===== src/rtl/fifo_stream_adapter_if.sv =====
// Valid/ready stream carrying words out of fifo_stream_adapter.
// The adapter drives through the master modport; the consumer uses the slave modport.
interface fifo_stream_adapter_if #(
  parameter int DATA_WIDE = 64
);
  logic                 m_valid;
  logic                 m_ready;
  logic [DATA_WIDE-1:0] m_data;

  modport master (
    output m_valid,
    output m_data,
    input  m_ready
  );

  modport slave (
    input  m_valid,
    input  m_data,
    output m_ready
  );
endinterface


===== src/rtl/fifo_stream_adapter.sv =====
// Drains a one-cycle-latency FIFO read port into a registered valid/ready stream.
// A 2-entry skid buffer gives full throughput; m_data comes straight from a storage register.
module fifo_stream_adapter #(
  parameter int DATA_WIDE = 64
) (
  input  logic                 clk,
  input  logic                 rst_n,
  input  logic                 fifo_empty,
  input  logic [DATA_WIDE-1:0] fifo_dout,
  output logic                 fifo_rd_en,
  input  logic                 flush,
  output logic [1:0]           occ,
  fifo_stream_adapter_if.master m
);

  logic [DATA_WIDE-1:0] mem_q [2];
  logic                 head_q;
  logic [1:0]           occ_q;
  logic                 inflight_q;

  logic                 pop;
  logic                 tail_idx;
  logic [2:0]           level;
  logic [2:0]           occ_next;

  // level counts words held after this cycle's pop plus the word already on its way;
  // issuing a read only while it is below 2 keeps occ + inflight <= 2 at all times.
  always_comb begin
    pop        = 1'b0;
    level      = '0;
    occ_next   = '0;
    tail_idx   = 1'b0;
    fifo_rd_en = 1'b0;

    pop        = (occ_q != 2'd0) & m.m_ready;
    level      = {1'b0, occ_q} + {2'b0, inflight_q} - {2'b0, pop};
    occ_next   = flush ? 3'd0 : level;
    tail_idx   = head_q ^ occ_q[0];
    fifo_rd_en = rst_n & ~fifo_empty & ~flush & (level < 3'd2);
  end

  assign m.m_valid = (occ_q != 2'd0);
  assign m.m_data  = mem_q[head_q];
  assign occ       = occ_q;

  always_ff @(posedge clk or negedge rst_n) begin
    if (!rst_n) begin
      occ_q      <= '0;
      inflight_q <= 1'b0;
      head_q     <= 1'b0;
    end else if (flush) begin
      // Flush wins over a simultaneous pop, so the pop is not applied to head.
      occ_q      <= '0;
      inflight_q <= 1'b0;
      head_q     <= 1'b0;
    end else begin
      occ_q      <= occ_next[1:0];
      inflight_q <= fifo_rd_en;
      if (pop) begin
        head_q <= ~head_q;
      end
    end
  end

  always_ff @(posedge clk) begin
    if (inflight_q && !flush) begin
      mem_q[tail_idx] <= fifo_dout;
    end
  end

  a_occ_range: assert property (@(posedge clk) disable iff (!rst_n) occ_next <= 3'd2);
  a_no_rd_empty: assert property (@(posedge clk) disable iff (!rst_n) fifo_rd_en |-> !fifo_empty);

endmodule


===== src/flat_wrapper.sv =====
// flat-port wrapper written by rule: the top's interface ports become plain ports
module fifo_stream_adapter_flat 
#(
  parameter int DATA_WIDE = 64
)
  (clk, rst_n, fifo_empty, fifo_dout, fifo_rd_en, flush, occ, m_m_valid, m_m_data, m_m_ready);
  fifo_stream_adapter_if #(.DATA_WIDE(DATA_WIDE)) m_i ();
  input  logic clk;
  input  logic rst_n;
  input  logic fifo_empty;
  input  logic [DATA_WIDE-1:0] fifo_dout;
  output logic fifo_rd_en;
  input  logic flush;
  output logic [1:0] occ;
  output wire logic [$bits(m_i.m_valid)-1:0] m_m_valid;
  output wire logic [$bits(m_i.m_data)-1:0] m_m_data;
  input wire logic [$bits(m_i.m_ready)-1:0] m_m_ready;
  assign m_m_valid = m_i.m_valid;
  assign m_m_data = m_i.m_data;
  assign m_i.m_ready = m_m_ready;
  fifo_stream_adapter #(.DATA_WIDE(DATA_WIDE)) u_core (.clk(clk), .rst_n(rst_n), .fifo_empty(fifo_empty), .fifo_dout(fifo_dout), .fifo_rd_en(fifo_rd_en), .flush(flush), .occ(occ), .m(m_i));
endmodule

===== config.mk =====
export PLATFORM = sky130hd
export DESIGN_NAME = fifo_stream_adapter_flat
export DESIGN_NICKNAME = d
export VERILOG_FILES = /design/src/rtl/fifo_stream_adapter_if.sv /design/src/rtl/fifo_stream_adapter.sv /design/src/flat_wrapper.sv
export SDC_FILE = /design/constraint.sdc
export NUM_CORES = 1
export LEC_CHECK = 0
export CORE_ASPECT_RATIO = 0.5
export CORE_UTILIZATION = 40
export DETAILED_ROUTE_END_ITERATION = 8
export HOLD_SLACK_MARGIN = 0.08
export PLACE_DENSITY = 0.67
export SLEW_MARGIN = 20
export SYNTH_ARGS = -nofsm -noshare
export SYNTH_HDL_FRONTEND = slang
export SYNTH_SLANG_ARGS = --single-unit

===== constraint.sdc =====
create_clock -name clk -period 5 [get_ports clk]
set_clock_uncertainty 0.15 [all_clocks]
set_input_delay 1 -clock clk [delete_from_list [all_inputs] [get_ports clk]]
set_output_delay 1 -clock clk [all_outputs]
set_load 0.05 [all_outputs]

==> results summary, run 1 <==
The flow ran to the end, and the final reports show no timing, DRC or antenna violations. The number of warning messages in the yosys log is 0. The maximum number of pins on one net before global-route repair is between 50 and 60. The die covers 0.0127 mm2. The number of cells on the worst reg-to-reg path came out at 4. The cell row count is 28. The number of global-route vias before repair is 2751.

The first global-routing pass estimated 13.9 mm of wire. The I/O pin count came out at 137. In this run the vertical extent of the chip is around 80 um. The internal power is 2.48 mW.

The effective utilization at floorplan is between 40% and 50%. The total area of sequential cells is 0.00395 mm2. The library cells used most frequently in the layout, excluding fill and tap cells, are sky130_fd_sc_hd__clkdlybuf4s50_1 (135), sky130_fd_sc_hd__edfxtp_1 (128), sky130_fd_sc_hd__mux2_2 (65).

The number of antenna violations at the first check in global routing is 0. The number of antenna diodes in the final layout is 0. The cell area that synthesis handed to floorplanning was between 0.004 and 0.005 mm2. In this run the worst path has a maximum fanout of 3. Dividing the final minimum period by the clock period gives between 80% and 90%.

By instance count, the cell type seen most on the critical path is sky130_fd_sc_hd__ha_1. The upper clock frequency limit came out at about 0.23 GHz. The critical path required time came out at about 3900 ps. The type of the worst setup path is in -> out. Counting the fill cells in the layout gives about 920. The average footprint of a synthesized cell came out at roughly 22 um2.

The global-route layer with the greatest usage is met2. Once detail routing completed, the nets flagged for antenna violations numbered 0. The total area of multi-input combinational cells is slightly below 900 um2. The leakage component of the power came out at 2.32 nW. In the final routed layout, each cell accounts on average for 16.7 um. The global-route usage over all layers came out at 15.1%. From synthesis to final layout, the design area changed by 42.6%. The worst setup path endpoint is fifo_rd_en. The clock insertion delay at the later pin of the skew report came out at a little under 400 ps. Max-cap violations in this run came to 0. The power share of the clock group came out at a little under a third. The post-DP HPWL came out at 6.11 mm. In the global route stage, met3 resource usage came out at approximately 3.9%. The switching component of the power is 1.19 mW. The number of nets in the synthesized netlist came out at roughly 300. The buffer count from post-CTS setup fixing is 0. The worst hold margin is 514 ps. The slew at the pin closest to its max-slew limit is ~840 ps. The net count of the finished layout is approximately 450. The count of buffers inserted at the top-level ports came out at between 100 and 150.

The kind of cell with the highest combined delay on the critical path is adder cells. The number of detailed-route iterations in the first pass is 4. STA classifies the critical path endpoint as an output pin. The die is 158 um wide. In the final layout, the share of cells above drive strength 1 is between 20 and 25%. The worst setup path is launched from an input pin. The number of clock sinks is between 100 and 150. The total vias in the final route came out at roughly 2600. TritonCTS built the clock tree. The DRC violation count after routing is 0.

On the critical path, the stage with the largest delay is an instance of sky130_fd_sc_hd__clkdlybuf4s50_1. At the placement stage, the worst setup path has a slack of 712 ps. The number of failing hold endpoints at the final stage is 0.

The worst register-to-register path ends at u_core.mem_q[1][16]. The maximum single-stage delay on the critical path is about 460 ps. The path length in cells of the critical path is 8. The sum of negative setup slack is 0 ps.

The headroom to the max-slew limit came out at roughly 44%. The buffering stage count on the worst path with inverters included is 3. The maximum resistive drop on vdd is ~0.27 mV. The clock slew at the register clock pins of the worst setup and hold paths came out at 50 ps.

Dividing total power by cell area gives a power density of approximately 530 mW/mm2. Traced cell by cell, the critical path runs through clkdlybuf4s50_1 > o21a_1 > ha_1 > inv_1 > ha_1 > fa_1 > nor4_1 > buf_4. Setup violations remaining at the end of the flow were counted as 0. Tracing the worst setup path back leads to its startpoint at m_m_ready. The total of flip-flops plus latches after synthesis came out at 132. The critical path arrival came out at around 3100 ps. The number of hold buffers added after cts came out at 0. The library cell used most frequently in the layout, excluding fill and tap cells, is sky130_fd_sc_hd__clkdlybuf4s50_1. Setup repair after global routing left no endpoint under its margin. The number of distinct standard cells referenced by the synthesized netlist is 17. The register area share after synthesis is slightly above 80%. In this run the critical register-to-register path is launched from u_core.head_q. The H-tree depth reported by CTS is 4. The fraction of power consumed by sequential logic is approximately 37%. The share of power burned in combinational logic is 32.4%. Once routing completed, OpenROAD measured the worst setup slack at 710 ps. After detailed routing, the number of vias per cell comes to 4.62. The cell count after synthesis is ~230. The maximum clock insertion buffer count is 2. Summed over all layers, the routed wires come to roughly 9.2 mm.

Of the total power, the share spent switching nets is approximately a third. The first routing iteration left between 150 and 200 violations. The setup slack of the most critical reg-to-reg path is 1610 ps. The number of resized instances in the post-cts repair step is 0.

The leftover overflow at the end of global routing is 0. The met2 track demand over resource is approximately 27%. The CTS buffer count came out at 17. The tightest min-delay check is of the reg -> reg type.

The core region area came out at between 0.01 and 0.015 mm2. Routability-driven placement finished with a final weighted congestion of around 0.73. Global routing consumed, on the met1 layer, roughly 17% of the routing resources. The final number of max-transition violations is 0. CTS placed an instance of sky130_fd_sc_hd__clkbuf_16 at the clock tree root.

The worst path needs about 4300 ps of the cycle, external delays included.
-- synthesized netlist by cell type (all sizes together) --
| library cell | number | share of area [%] |
|---|---|---|
| edfxtp | 128 | 79 |
| mux2 | 65 | 15 |
| buf | 7 | 1.2 |
| dfrtp | 4 | 2.1 |
| inv | 4 | 0.31 |
| nor2b | 4 | 0.51 |
| ha | 2 | 0.51 |
| nand2b | 2 | 0.26 |
| nor2 | 2 | 0.15 |
| nor4 | 2 | 0.26 |
| fa | 1 | 0.41 |
| nand2 | 1 | 0.077 |
| o21a | 1 | 0.15 |
| xnor2 | 1 | 0.18 |
| xor2 | 1 | 0.18 |
-- metal layers --
metal	wire length (um)	vias to the layer above
met5	0	-
met4	106	0
met3	348	10
met2	5100	59
met1	3670	1293
li1	-	1189
-- per-stage QoR --
stage | total power [mW] | instances | utilization (%) | area [um2]
after floorplan | 2.20 | 225 | - | 4880
after global placement | 2.55 | 522 | 54.3 | 6430
after detailed placement | 2.58 | 522 | 54.3 | 6430
after CTS | 3.70 | 552 | 58.7 | 6960
after global routing | 3.80 | 552 | 58.7 | 6960
final | 3.66 | 552 | 58.7 | 6960
-- layout make-up --
class / instances / share of cell area [%]
clock buffer: 21 / 6.33
clock inverter: 9 / 1.28
inverter: 4 / 0.216
multi-input combinational: 82 / 12.6
sequential: 132 / 56.7
tap: 165 / 2.97
timing repair buffer: 139 / 19.9
-- power by group through the flow --
stage / registers [mW] / clock network [mW] / logic, mW
after floorplan: 1.36 / 0 / 0.833
final: 1.36 / 1.12 / 1.19
after CTS: 1.36 / 1.14 / 1.20
after detailed placement: 1.39 / 0 / 1.19
after global routing: 1.37 / 1.19 / 1.23
after global placement: 1.38 / 0 / 1.18
-- state kept, by name, indices dropped and copies added, names as in the netlist --
signal / count
u_core.head_q: 1
u_core.inflight_q: 1
u_core.mem_q: 128
u_core.occ: 2
-- how the worst min path moves through the flow --
stage | from | to | depth (start not counted)
3_3_place_gp | u_core.inflight_q | u_core.occ[0] | 2
3_5_place_dp | u_core.inflight_q | u_core.occ[0] | 2
4_1_cts | u_core.inflight_q | u_core.occ[0] | 2
6_report | u_core.inflight_q | u_core.occ[0] | 2
5_1_grt | u_core.occ[1] | u_core.inflight_q | 2
2_1_floorplan | u_core.inflight_q | u_core.occ[0] | 2
-- logic make-up after synthesis --
group           share of synthesized area [%]
compound gates                          0.154
fa+ha+maj                               0.923
simple gates                             1.26
mux                                      15.0
buf+inv                                  1.46
flops                                    80.8
xor+xnor                                0.359
-- worst min-delay path: cells and delay by family, from the launching register on --
kind / cells / cell delay (ps)
adders and majority gates: 1 / 140
DFF: 1 / 360
and+or+nand+nor: 1 / 120
Note: power is estimated with default switching activity, not from simulation.
==> run 2, diff against run 1 <==
CTS_CLUSTER_DIAMETER = 60   (was unset)
==> results of run 2 <==
No change in the layout: final DEF, timing and power equal those of run 1.
==> run 3, diff against run 2 <==
CELL_PAD_IN_SITES_DETAIL_PLACEMENT = 1   (was unset)
CELL_PAD_IN_SITES_GLOBAL_PLACEMENT = 2   (was unset)
CORE_UTILIZATION = 34   (was 40)
PLACE_DENSITY = 0.76   (was 0.67)
RECOVER_POWER = 100   (was unset)
==> results summary, run 3 (synthesized netlist as in run 1, its figures left out) <==
Outcome: finished, violations left (was finished clean). The final reports fail on capacitance limit, slew limit. The path length in cells of the critical path is 8 (unchanged). The clock tree from TritonCTS is yes (unchanged). The total vias in the final route came out at 2535 (was 2551). The critical path arrival was 3240 ps (was 3140 ps). The DRC violation count after routing came to 0 (unchanged). The count of buffers inserted at the top-level ports is 136 (unchanged).

The most common library cell in the layout ignoring fill and taps is sky130_fd_sc_hd__dlygate4sd3_1 (was sky130_fd_sc_hd__clkdlybuf4s50_1). The routability congestion estimate from global placement is 0.783 (was 0.732). The setup slack of the most critical reg-to-reg path is 1240 ps (was 1610 ps). The clock insertion delay at the later pin of the skew report is 390 ps (about the same). The shortest clock period the worst path allows after layout came to 4390 ps (was 4290 ps). The share of power burned in combinational logic came out at 31.7% (was 32.4%). The upper clock frequency limit was 0.228 GHz (was 0.233 GHz). The clock root buffer is sky130_fd_sc_hd__clkbuf_16 (unchanged). Cell Chain, Critical Path: dlygate4sd3_1 > o21a_1 > ha_1 > inv_1 > ha_1 > fa_1 > nor4_1 > buf_4 (was clkdlybuf4s50_1 > o21a_1 > ha_1 > inv_1 > ha_1 > fa_1 > nor4_1 > buf_4). The layout overhead on the synthesized area came to 43.9% (was 42.6%). Setup repair after global routing missed its margin: false (unchanged).

The number of clock sinks came out at 132 (unchanged). Commonest cells after routing, fill and taps aside: sky130_fd_sc_hd__dlygate4sd3_1 (134), sky130_fd_sc_hd__edfxtp_1 (128), sky130_fd_sc_hd__mux2_2 (65) (was sky130_fd_sc_hd__clkdlybuf4s50_1 (135), sky130_fd_sc_hd__edfxtp_1 (128), sky130_fd_sc_hd__mux2_2 (65)). The number of detailed-route iterations in the first pass is 4 (unchanged). The worst setup path endpoint is fifo_rd_en (unchanged).

The chip width came out at 171 um (was 158 um). The maximum number of pins on one net before global-route repair is 46 (was 55). The endpoint class of the critical path is an output pin (unchanged). The number of cells on the worst reg-to-reg path came to 4 (unchanged). The power density over the cells came to 514 mW/mm2 (was 527 mW/mm2).

The number of antenna violations at the first check in global routing is 0 (unchanged). The maximum single-stage delay on the critical path came out at 540 ps (was 460 ps). The remaining antenna violation count came to 0 (unchanged). The fraction of power consumed by sequential logic is 37.3% (was 37.1%). The buffer count from post-CTS setup fixing is 0 (unchanged).

The total routed wirelength is 9.78 mm (was 9.23 mm). The number of cells in the design after placement was 550 (was 522). The area of the die is 0.0149 mm2 (was 0.0127 mm2). The H-tree depth reported by CTS came to 4 (unchanged).

The leftover overflow at the end of global routing came out at 0 (unchanged). The class of the most critical hold timing path was reg -> reg (unchanged). The internal power is 2.38 mW (was 2.48 mW). The headroom to the max-slew limit is -29.3% (was 44.1%). The net switching share of the total power is 34.0% (was 32.4%). The number of resized instances in the post-cts repair step came out at 0 (unchanged). The core region area came out at 0.0138 mm2 (was 0.0118 mm2). The buffering stage count on the worst path with inverters included is 3 (unchanged). The register bank with the most flops is u_core.mem_q (unchanged).

The flip-flop count of the largest register after layout is 128 (unchanged). The final clock period utilization by the worst path is 87.7% (was 85.8%). The count of endpoints failing setup in the final report is 0 (unchanged).

The fraction of layout instances using a drive strength above 1 came out at 25.4% (was 24.0%). The I/O pin count came out at 137 (unchanged). The clock slew at the register clock pins of the worst setup and hold paths is 50 ps (about the same). The most frequent cell on the critical path is sky130_fd_sc_hd__ha_1 (unchanged). The post-DP HPWL is 6.74 mm (was 6.11 mm). The number of nets in the final layout came out at 449 (was 448). The violation count after the first detailed-route iteration is 76 (was 178).

The maximum clock insertion buffer count came out at 2 (unchanged). The cell row count is 30 (was 28). The number of global-route vias before repair was 2838 (was 2751). The die span in y came out at 86.7 um (was 80.1 um).

The cell with the largest stage delay on the worst path is sky130_fd_sc_hd__dlygate4sd3_1 (was sky130_fd_sc_hd__clkdlybuf4s50_1). The leakage component of the power came out at 2.37 nW (was 2.32 nW). The maximum fanout along the worst path is 3 (unchanged). The wire length of the first global-routing pass came out at 14.9 mm (was 13.9 mm). The switching component of the power is 1.23 mW (was 1.19 mW). The power share of the clock group came out at 31.0% (was 30.5%).

The post-layout instance count excluding filler cells is 582 (was 552). The effective utilization at floorplan came out at 35.4% (was 41.2%). The number of hold buffers added after cts came out at 0 (unchanged). The sum of negative setup slack is 0 ps (unchanged). The global-route usage over all layers came to 13.8% (was 15.1%). The kind of cell with the highest combined delay on the critical path is adder cells (unchanged).

The routed length per instance came out at 16.8 um (was 16.7 um). The element type at the critical path start is an input pin (unchanged). The via count normalized by instance count was 4.36 (was 4.62).

The type of the worst setup path is in -> out (unchanged). The maximum resistive drop on vdd was 0.274 mV (was 0.265 mV). The final number of max-transition violations is 95 (was 0). The number of failing hold endpoints at the final stage came out at 0 (unchanged). The slew at the pin closest to its max-slew limit is 1940 ps (was 838 ps).

The antenna cell count came out at 0 (unchanged). The source of the worst register-to-register timing path is u_core.head_q (unchanged). The critical path required time came out at 3850 ps (about the same). The timing startpoint of the critical path was m_m_ready (unchanged). The reported max-cap violation count is 3 (was 0). The CTS buffer count came out at 17 (unchanged). The capturing point of the worst reg2reg path is u_core.mem_q[1][43] (was u_core.mem_q[1][16]).
## run 3: cell types whose count changed in the layout (fill, tap and decap cells not counted), moves of 2 or more
cell	before	now
sky130_fd_sc_hd__clkinvlp_4	0	5
sky130_fd_sc_hd__clkinv_1	5	3
sky130_fd_sc_hd__buf_12	0	2
sky130_fd_sc_hd__buf_4	4	1
sky130_fd_sc_hd__clkbuf_1	4	2
sky130_fd_sc_hd__clkdlybuf4s50_1	135	1
sky130_fd_sc_hd__dlygate4sd3_1	0	134
sky130_fd_sc_hd__clkinv_2	2	4
## run 3: worst register-to-register path, stage by stage, from the launching register on
cell	delay (ps)
sky130_fd_sc_hd__dfrtp_1	990
sky130_fd_sc_hd__buf_12	360
sky130_fd_sc_hd__xor2_1	300
sky130_fd_sc_hd__nor2b_2	1310
sky130_fd_sc_hd__buf_12	340
## run 3: worst min path at each step
stage / start / slack, ps / cells after the start / end
2_1_floorplan: u_core.inflight_q / 440 / 2 / u_core.occ[0]
6_report: u_core.inflight_q / 520 / 2 / u_core.occ[0]
5_1_grt: u_core.inflight_q / 560 / 2 / u_core.occ[0]
4_1_cts: u_core.inflight_q / 540 / 2 / u_core.occ[0]
3_5_place_dp: u_core.inflight_q / 520 / 2 / u_core.occ[0]
3_3_place_gp: u_core.inflight_q / 470 / 2 / u_core.occ[0]
## run 3: area by class of cell
class | count | area (um2)
clock buffers | 17 | 425
multi-input cells | 82 | 873
fillers | 1297 | 6760
well taps | 192 | 240
clock inverters | 15 | 116
inverters | 4 | 15.0
repair buffers | 140 | 1410
flip-flops and latches | 132 | 3940
## run 3: layer usage
layer	vias to the layer above	track usage, %	share of wire (%)
li1	1192	-	-
met1	1288	15.4	41
met2	44	25.0	55
met3	11	3.65	3.0
met4	0	6.01	1.3
met5	-	0	0
## run 3: metrics by stage
| step | setup WS, ps | util [%] | hold WS, ps | total power, mW | instance area, um2 |
|---|---|---|---|---|---|
| after floorplan | 268 | - | 436 | 2.20 | 4880 |
| after global placement | 853 | 47.1 | 475 | 2.58 | 6490 |
| after detailed placement | 759 | 47.1 | 516 | 2.60 | 6490 |
| after CTS | 752 | 51.1 | 539 | 3.73 | 7030 |
| after global routing | 540 | 51.0 | 563 | 3.75 | 7020 |
| final | 615 | 51.0 | 517 | 3.61 | 7020 |
## run 3: power groups by stage
stage          combinational (mW)  sequential [mW]  clock [mW]
3_5_place_dp                 1.23             1.37           0
2_1_floorplan               0.833             1.36           0
4_1_cts                      1.23             1.35        1.15
3_3_place_gp                 1.22             1.36           0
5_1_grt                      1.20             1.36        1.19
6_report                     1.15             1.35        1.12
